<file path="config.mk">
export PLATFORM = sky130hd
export DESIGN_NAME = key_mmio_responder
export DESIGN_NICKNAME = d
export VERILOG_FILES = /design/src/rtl/key_mmio_responder_pkg.sv /design/src/rtl/key_mmio_responder_debounce.sv /design/src/rtl/key_mmio_responder.sv
export SDC_FILE = /design/constraint.sdc
export NUM_CORES = 1
export LEC_CHECK = 0
export ABC_CLOCK_PERIOD_IN_PS = 3800
export CAP_MARGIN = 20
export CELL_PAD_IN_SITES_DETAIL_PLACEMENT = 1
export CELL_PAD_IN_SITES_GLOBAL_PLACEMENT = 1
export CORE_AREA = 2 2 112 114
export CTS_CLUSTER_SIZE = 10
export DETAILED_ROUTE_END_ITERATION = 8
export DIE_AREA = 0 0 114 116
export PLACE_DENSITY = 0.84
export SYNTH_ARGS = -nofsm -noshare
export SYNTH_HDL_FRONTEND = slang
export SYNTH_SLANG_ARGS = --single-unit
</file>
<file path="constraint.sdc">
create_clock -name clk -period 3.8 [get_ports clk]
set_clock_uncertainty 0.1 [all_clocks]
set_input_delay 0.57 -clock clk [delete_from_list [all_inputs] [get_ports clk]]
set_output_delay 0.57 -clock clk [all_outputs]
set_load 0.01 [all_outputs]
</file>
<file path="src/rtl/key_mmio_responder_pkg.sv">
// Shared key I/O definitions: bus width, register addresses and KCTRL field
// positions. MEM-stage address decode and WB display logic use the same values.
package key_mmio_responder_pkg;

  localparam int unsigned KEY_DBITS = 32;
  localparam int unsigned NUM_KEYS  = 4;

  localparam logic [31:0] KEY_ADDR_KDATA = 32'hFFFF_F080;
  localparam logic [31:0] KEY_ADDR_KCTRL = 32'hFFFF_F084;

  // KCTRL layout: [3:0] sticky press flags, [7:4] sticky overrun flags.
  localparam int unsigned PRESS_LSB = 0;
  localparam int unsigned OVR_LSB   = 4;

  function automatic logic [7:0] kctrl_pack(input logic [3:0] press,
                                            input logic [3:0] ovr);
    logic [7:0] v;
    v = '0;
    v[PRESS_LSB +: 4] = press;
    v[OVR_LSB +: 4]   = ovr;
    return v;
  endfunction

endpackage

</file>
<file path="src/rtl/key_mmio_responder_debounce.sv">
// Single-key synchronizer and debouncer. The raw active-low key passes through
// two flops; a new pressed level is accepted only after it has been seen for
// DEBOUNCE_CYCLES consecutive cycles. press_o pulses on the cycle whose clock
// edge moves the accepted state from released to pressed.
module key_debounce
  import key_mmio_responder_pkg::*;
#(
  parameter int unsigned DEBOUNCE_CYCLES = 50000
) (
  input  logic clk,
  input  logic reset,
  input  logic key_n_i,
  output logic state_o,
  output logic press_o
);

  localparam int unsigned     CW       = $clog2(DEBOUNCE_CYCLES);
  localparam logic [CW-1:0]   CNT_LAST = CW'(DEBOUNCE_CYCLES - 1);

  logic          sync1_q, sync2_q;
  logic          state_q, state_d;
  logic [CW-1:0] cnt_q, cnt_d;
  logic          level;

  // Two-flop synchronizer, reset to the released (high) level.
  always_ff @(posedge clk) begin
    if (reset) begin
      sync1_q <= 1'b1;
      sync2_q <= 1'b1;
    end else begin
      sync1_q <= key_n_i;
      sync2_q <= sync1_q;
    end
  end

  // Count consecutive cycles the synchronized level differs from the accepted one.
  always_comb begin
    level   = ~sync2_q;
    state_d = state_q;
    cnt_d   = '0;
    press_o = 1'b0;
    if (level != state_q) begin
      if (cnt_q == CNT_LAST) begin
        state_d = ~state_q;
        press_o = ~state_q;
      end else begin
        cnt_d = cnt_q + CW'(1);
      end
    end
  end

  // Accepted level and run counter.
  always_ff @(posedge clk) begin
    if (reset) begin
      state_q <= 1'b0;
      cnt_q   <= '0;
    end else begin
      state_q <= state_d;
      cnt_q   <= cnt_d;
    end
  end

  assign state_o = state_q;

endmodule

</file>
<file path="src/rtl/key_mmio_responder.sv">
// Memory-mapped responder for the four board pushbuttons. Debounces each key,
// keeps sticky press/overrun flags (write-1-to-clear) and answers MEM-stage
// loads with registered data one cycle after the request.
module key_mmio_responder
  import key_mmio_responder_pkg::*;
#(
  parameter int unsigned      DBITS           = KEY_DBITS,
  parameter int unsigned      DEBOUNCE_CYCLES = 50000,
  parameter logic [DBITS-1:0] ADDR_KDATA      = DBITS'(KEY_ADDR_KDATA),
  parameter logic [DBITS-1:0] ADDR_KCTRL      = DBITS'(KEY_ADDR_KCTRL)
) (
  input  logic             clk,
  input  logic             reset,
  input  logic [3:0]       KEY,
  input  logic             rd_en,
  input  logic [DBITS-1:0] rd_addr,
  output logic [DBITS-1:0] rd_data,
  output logic             rd_valid,
  input  logic             wr_en,
  input  logic [DBITS-1:0] wr_addr,
  input  logic [DBITS-1:0] wr_data,
  output logic [3:0]       key_state
);

  logic [NUM_KEYS-1:0] press_ev;
  logic [3:0]          press_q, press_d;
  logic [3:0]          ovr_q, ovr_d;
  logic [3:0]          clr_press, clr_ovr;
  logic                rd_valid_q, rd_valid_d;
  logic [DBITS-1:0]    rd_data_q, rd_data_d;
  logic                unused_wdata_hi;

  for (genvar i = 0; i < NUM_KEYS; i++) begin : g_key
    key_debounce #(
      .DEBOUNCE_CYCLES(DEBOUNCE_CYCLES)
    ) u_db (
      .clk    (clk),
      .reset  (reset),
      .key_n_i(KEY[i]),
      .state_o(key_state[i]),
      .press_o(press_ev[i])
    );
  end

  assign unused_wdata_hi = ^wr_data[DBITS-1:8];

  // Sticky flags: a press event always wins over a same-cycle clear of its flag,
  // and only counts as an overrun when the old flag is not being cleared.
  always_comb begin
    clr_press = '0;
    clr_ovr   = '0;
    if (wr_en && (wr_addr == ADDR_KCTRL)) begin
      clr_press = wr_data[PRESS_LSB +: 4];
      clr_ovr   = wr_data[OVR_LSB +: 4];
    end
    press_d = (press_q & ~clr_press) | press_ev;
    ovr_d   = (ovr_q & ~clr_ovr) | (press_ev & press_q & ~clr_press);
  end

  // Read decode; data is sampled from the registers as they stand this cycle.
  always_comb begin
    rd_valid_d = 1'b0;
    rd_data_d  = '0;
    if (rd_en && (rd_addr == ADDR_KDATA)) begin
      rd_valid_d     = 1'b1;
      rd_data_d[3:0] = key_state;
    end else if (rd_en && (rd_addr == ADDR_KCTRL)) begin
      rd_valid_d     = 1'b1;
      rd_data_d[7:0] = kctrl_pack(press_q, ovr_q);
    end
  end

  // Flag and read-response registers.
  always_ff @(posedge clk) begin
    if (reset) begin
      press_q    <= '0;
      ovr_q      <= '0;
      rd_valid_q <= 1'b0;
      rd_data_q  <= '0;
    end else begin
      press_q    <= press_d;
      ovr_q      <= ovr_d;
      rd_valid_q <= rd_valid_d;
      rd_data_q  <= rd_data_d;
    end
  end

  assign rd_valid = rd_valid_q;
  assign rd_data  = rd_data_q;

endmodule
</file>
**Word-level counts from Yosys, hierarchy flattened**

Index checks and enable logic that the tools add are counted.

- Flip-flop bits (word level): 117
- Input port bits: 104
- Output and inout port bits: 37
- Word-level logic and storage cells: 84

- $add $sub $neg: 4
- Eq/ne operators: 11
- Multiplexer cells: 14
- Bitwise gates (word level): 21
- Reductions and logical operators: 12

Operator list:

| cell | number |
|---|---|
| $eq 32x32->1 const B | 3 |
| $add 16x1->16 const B | 4 |
| $eq 16x16->1 const B | 4 |
| $and 4x4->4 | 4 |
| $mux 4 | 4 |
| $reduce_or 3->1 | 5 |
| $not 1->1 | 13 |
| $mux 1 | 10 |
| $not 4->4 | 2 |
| $or 4x4->4 | 2 |
| $reduce_and 2->1 | 4 |
| $ne 1x1->1 | 4 |
| $logic_and 1x1->1 | 3 |

**Depth between registers and ports, before layout**

- Depth after elaboration: 6
- Gate-level depth with buffers: 8
- Gate-level depth less buffers: 5

**Cells and area by module**

From an unflattened synthesis, not the netlist that was laid out.

- Cells, all modules: 474
- Area total of the unflattened synthesis: 4548.1 um^2

Modules (own cells, without submodules):

| module | times used | cells each | area an instance (um^2) | sequential area each (um^2) |
|---|---|---|---|---|
| key_debounce | 4 | 89 | 880.8 | 380.4 |
| key_mmio_responder | 1 | 118 | 1024.7 | 340.3 |

**Worst setup path after synthesis**

No wires, ideal clock.

- Kind: input -> register
- From: input port rd_addr[9]
- To: register rd_data_q[4], in the netlist rd_data[4]
- Library setup time: 0.060 ns
- Arrival: 1.828 ns
- Data required time: 3.640 ns
- Path slack: 1.812 ns
- Stages on the path: 4
- Path buffers: 0
- Path through: or2_1 > or4_1 > nor4_4 > and3_1

- Longest elaborated chain between the ends: 4
- Elaborated cells on any way between the ends: 6
- Classes of those cells: 2 x eq/ne; 1 x bitwise; 3 x reduce/logical

RTL lines:

| item | line | text |
|---|---|---|
| start, declared | key_mmio_responder.sv:16 | `input logic [DBITS-1:0] rd_addr,` |
| $eq 32x32->1 | key_mmio_responder.sv:67 | `end else if (rd_en && (rd_addr == ADDR_KCTRL)) begin` |
| $logic_and 1x1->1 | key_mmio_responder.sv:67 |  |
| $not 1->1 (no source line) | - |  |
| $reduce_or 3->1 (no source line) * | - |  |
| end signal, assigned | key_mmio_responder.sv:84 | `rd_data_q <= rd_data_d;` |
| end, declared | key_mmio_responder.sv:30 | `logic [DBITS-1:0] rd_data_q, rd_data_d;` |

Every way passes the cells marked *; elsewhere a longest branch is shown, timed or not.
A chain may end at the register's enable or synchronous reset.

**Worst setup path after layout**

- From: input port reset
- To: register rd_data_q[7], in the netlist rd_data[7]

- Longest elaborated chain between the ends: 1

RTL lines:

| item | line | text |
|---|---|---|
| start, declared | key_mmio_responder.sv:13 | `input logic reset,` |
| $reduce_or 3->1 (no source line) | - |  |

Every way passes these cells.

==> results.py <==
metrics = {
    "setup_path": {
        "start_kind": "input port",
        "path_class": "input port to flip-flop",
        "required_ns": 3.98,
        "worstPathArrival_ns": 2.54,
        "crit_fanout": 23,
        "cp-end-kind": "flip-flop",
    },
    "power": {
        "p_seq_frac": 0.470,
        "cellInternalPower_mw": 1.65,
        "p_sw_mw": 0.444,
        "sw_frac_of_total": 0.213,
        "vdd_ir_drop_max_mv": 0.219,
        "p_clk_frac": 0.471,
        "power.total_mw": 2.09,
        "p_comb_frac": 0.059,
        "power_density_nw_per_um2": 375,
        "p_leak_nw": 1.91,
    },
    "outcome": {
        "status": "finished, final reports clean",
    },
    "sta": {
        "slew_violations": 0,
        "slew_headroom": 0.613,
        "layout_min_cycle_time_ns": 2.36,
        "setup_violations": 0,
        "timing.final.crit_share": 0.621,
        "hold_viol": 0,
        "worst_pin_slew_ns": 0.580,
        "finalSetupTns_ns": 0,
        "max_clock_freq_mhz": 424,
        "holdWs_ns": 0.314,
        "grt_setup_unrepaired": "false",
    },
    "layout": {
        "final_nets": 677,
        "syn2layout_area_growth_pct": 28.2,
        "layout-drive-gt1-share": 0.0540,
        "antennaDiodeCount": 0,
    },
    "routing": {
        "drc": 0,
        "detail-route-antenna-nets": 0,
        "wirelength_mm": 10.9,
        "dr.pass1.iters": 4,
        "drt-wirelength-per-cell_um": 15.2,
        "num_vias": 3622,
        "drt_iter0_markers": 116,
        "via_per_inst": 5.02,
    },
    "floorplan": {
        "core_um2": 11900,
        "rows": 40,
        "io_pins": 141,
        "die_height_um": 116,
        "die_area_um2": 13200,
        "start_util": 0.365,
        "die_w_um": 114,
    },
    "synthesis": {
        "ys_seq_area_frac": 0.428,
        "synth.distinct_cells": 43,
        "synth_edf_count": 0,
        "synth_area_um2": 4350,
        "avgSynthCellArea_um2": 8.91,
        "ys.warnings.count": 0,
        "synth_ff_type": "dfxtp_1",
        "postSynthCellCount": 488,
        "async_flop_share": 0,
        "synth-seq-cells": 93,
    },
    "global_routing": {
        "grt_usage": 0.167,
        "antenna_found_initial": 0,
        "first_global_vias": 3854,
        "grt_start_max_net_pins": 24,
        "grt.overflow.total": 0,
        "grt_pass1_wl_mm": 17.9,
    },
    "clock_network": {
        "cts_setup_buffers": 0,
        "worstSkewPairLatency_ns": 0.34,
        "cts_hold_buffers": 0,
        "ctsHtreeMaxLevel": 3,
        "cts_buffers": 9,
        "cts_buffer_depth": 2,
        "cts_root_buffer": "clkbuf_16",
        "cts_tree": "done",
        "clkTransAtPathRegs_ns": 0.07,
        "cts_sinks": 93,
        "post_cts.resized_instances": 0,
    },
    "placed_design": {
        "gp_congestion": 0.799,
        "hpwl_mm": 8.15,
        "portBuffers": 92,
    },
    "worst_hold_path": {
        "hold_class": "flip-flop to flip-flop",
    },
    "flow_run": {
        "cap_violations": 0,
    },
}
==> metal layers <==
layer | track usage | routed length, µm | vias to the layer above
met1 | 0.180 | 4440 | 1694
met5 | 0 | 0 | -
met3 | 0.0429 | 578 | 15
met4 | 0.0528 | 156 | 0
li1 | - | - | 1827
met2 | 0.319 | 5750 | 86
==> final cells by class <==
cell class,instances,area [µm²]
Timing Repair Buffer,93,928
Clock buffer,9,225
Sequential cell,93,1860
Inverter,15,56.3
Tap cell,147,184
Fill cell,1389,6340
Multi-Input combinational cell,357,2210
Clock inverter,7,104
==> synth_stat cells (all sizes together) (5+ instances only) <==
master / number / share of area
nor2: 68 / 0.059
nor4: 16 / 0.033
nand2: 23 / 0.020
xnor2: 20 / 0.040
nand4: 31 / 0.046
a21oi: 9 / 0.010
and4: 11 / 0.022
or2: 9 / 0.013
dfxtp: 93 / 0.43
and3: 12 / 0.017
nor4bb: 5 / 0.012
buf: 36 / 0.061
or4: 5 / 0.0095
or3: 14 / 0.020
inv: 15 / 0.013
xor2: 31 / 0.062
nor2b: 8 / 0.012
o21ai: 12 / 0.014
nand3: 25 / 0.029
mux2i: 5 / 0.012
clkbuf: 10 / 0.0086
==> kinds of logic (layout without fill, tap and decap cells) <==
logic type      Yosys count  count (layout)  share of synthesized area
buf+inv                  61             124                     0.0829
other cells               1              24                   0.000863
flops                    93              93                      0.428
simple gates            240             240                      0.316
xor+xnor                 51              51                      0.103
fa+ha+maj                 4               4                     0.0115
mux                       5               5                     0.0115
compound gates           33              33                     0.0458
==> stage by stage <==
stage | worst slack [ns] | instances | instance area, µm² | utilization
2_1_floorplan | 1.81 | 511 | 4430 | -
3_3_place_gp | 1.12 | 705 | 5240 | 0.440
3_5_place_dp | 1.07 | 705 | 5240 | 0.440
4_1_cts | 1.42 | 721 | 5570 | 0.468
5_1_grt | 1.32 | 721 | 5570 | 0.468
6_report | 1.44 | 721 | 5570 | 0.468
==> final timing paths <==
kind                               start                     end  slack (ns)  cells after the start
setup / recovery                   reset              rd_data[7]        1.44                      6
setup reg to reg  g_key[3].u_db.cnt_q[5]  g_key[3].u_db.cnt_q[3]        1.58                      4
hold reg to reg    g_key[1].u_db.sync1_q   g_key[1].u_db.sync2_q        0.31                      1
hold / removal     g_key[1].u_db.sync1_q   g_key[1].u_db.sync2_q        0.31                      1
==> worst max-delay path: stages <==
cell and delay, ns:
clkdlybuf4s50_1 0.40, buf_4 0.21, inv_1 0.33, nand4_1 0.21, nor4_4 0.56, and3_1 0.25
==> power groups by stage <==
stage          logic (mW)  clock network [mW]  registers [mW]
2_1_floorplan      0.0540                   0            1.00
3_3_place_gp        0.120                   0            1.00
3_5_place_dp        0.123                   0            1.01
4_1_cts             0.124                1.01           0.983
5_1_grt             0.132                1.04           0.983
6_report            0.123               0.984           0.983
==> placed cells by master (no fill, tap or decap), types with 4 or more instances in the layout <==
cell type and instances:
clkbuf_16 9, clkdlybuf4s50_1 92, ha_1 4, nand3_1 25, and4_1 11, xor2_1 31
dfxtp_1 93, mux2i_1 5, nor3_1 4, inv_1 15, or3_1 14, and3_1 12
or2_2 8, o21ai_0 12, nor4bb_1 5, nor4_1 13, conb_1 24, nor2b_1 8
nor2_1 68, nand2_1 23, a21oi_1 9, xnor2_1 20, nand4_1 30, or4_1 4
==> flip-flops by register name, indices dropped and copies added, names as in the netlist <==
register and cells:
rd_valid 1, g_key.u_db.sync1_q 4, press_q 4, g_key.u_db.sync2_q 4, g_key.u_db.cnt_q 64, ovr_q 4, g_key.u_db.state_o 4, rd_data 8
No activity file was read; power rests on OpenSTA's default activity.
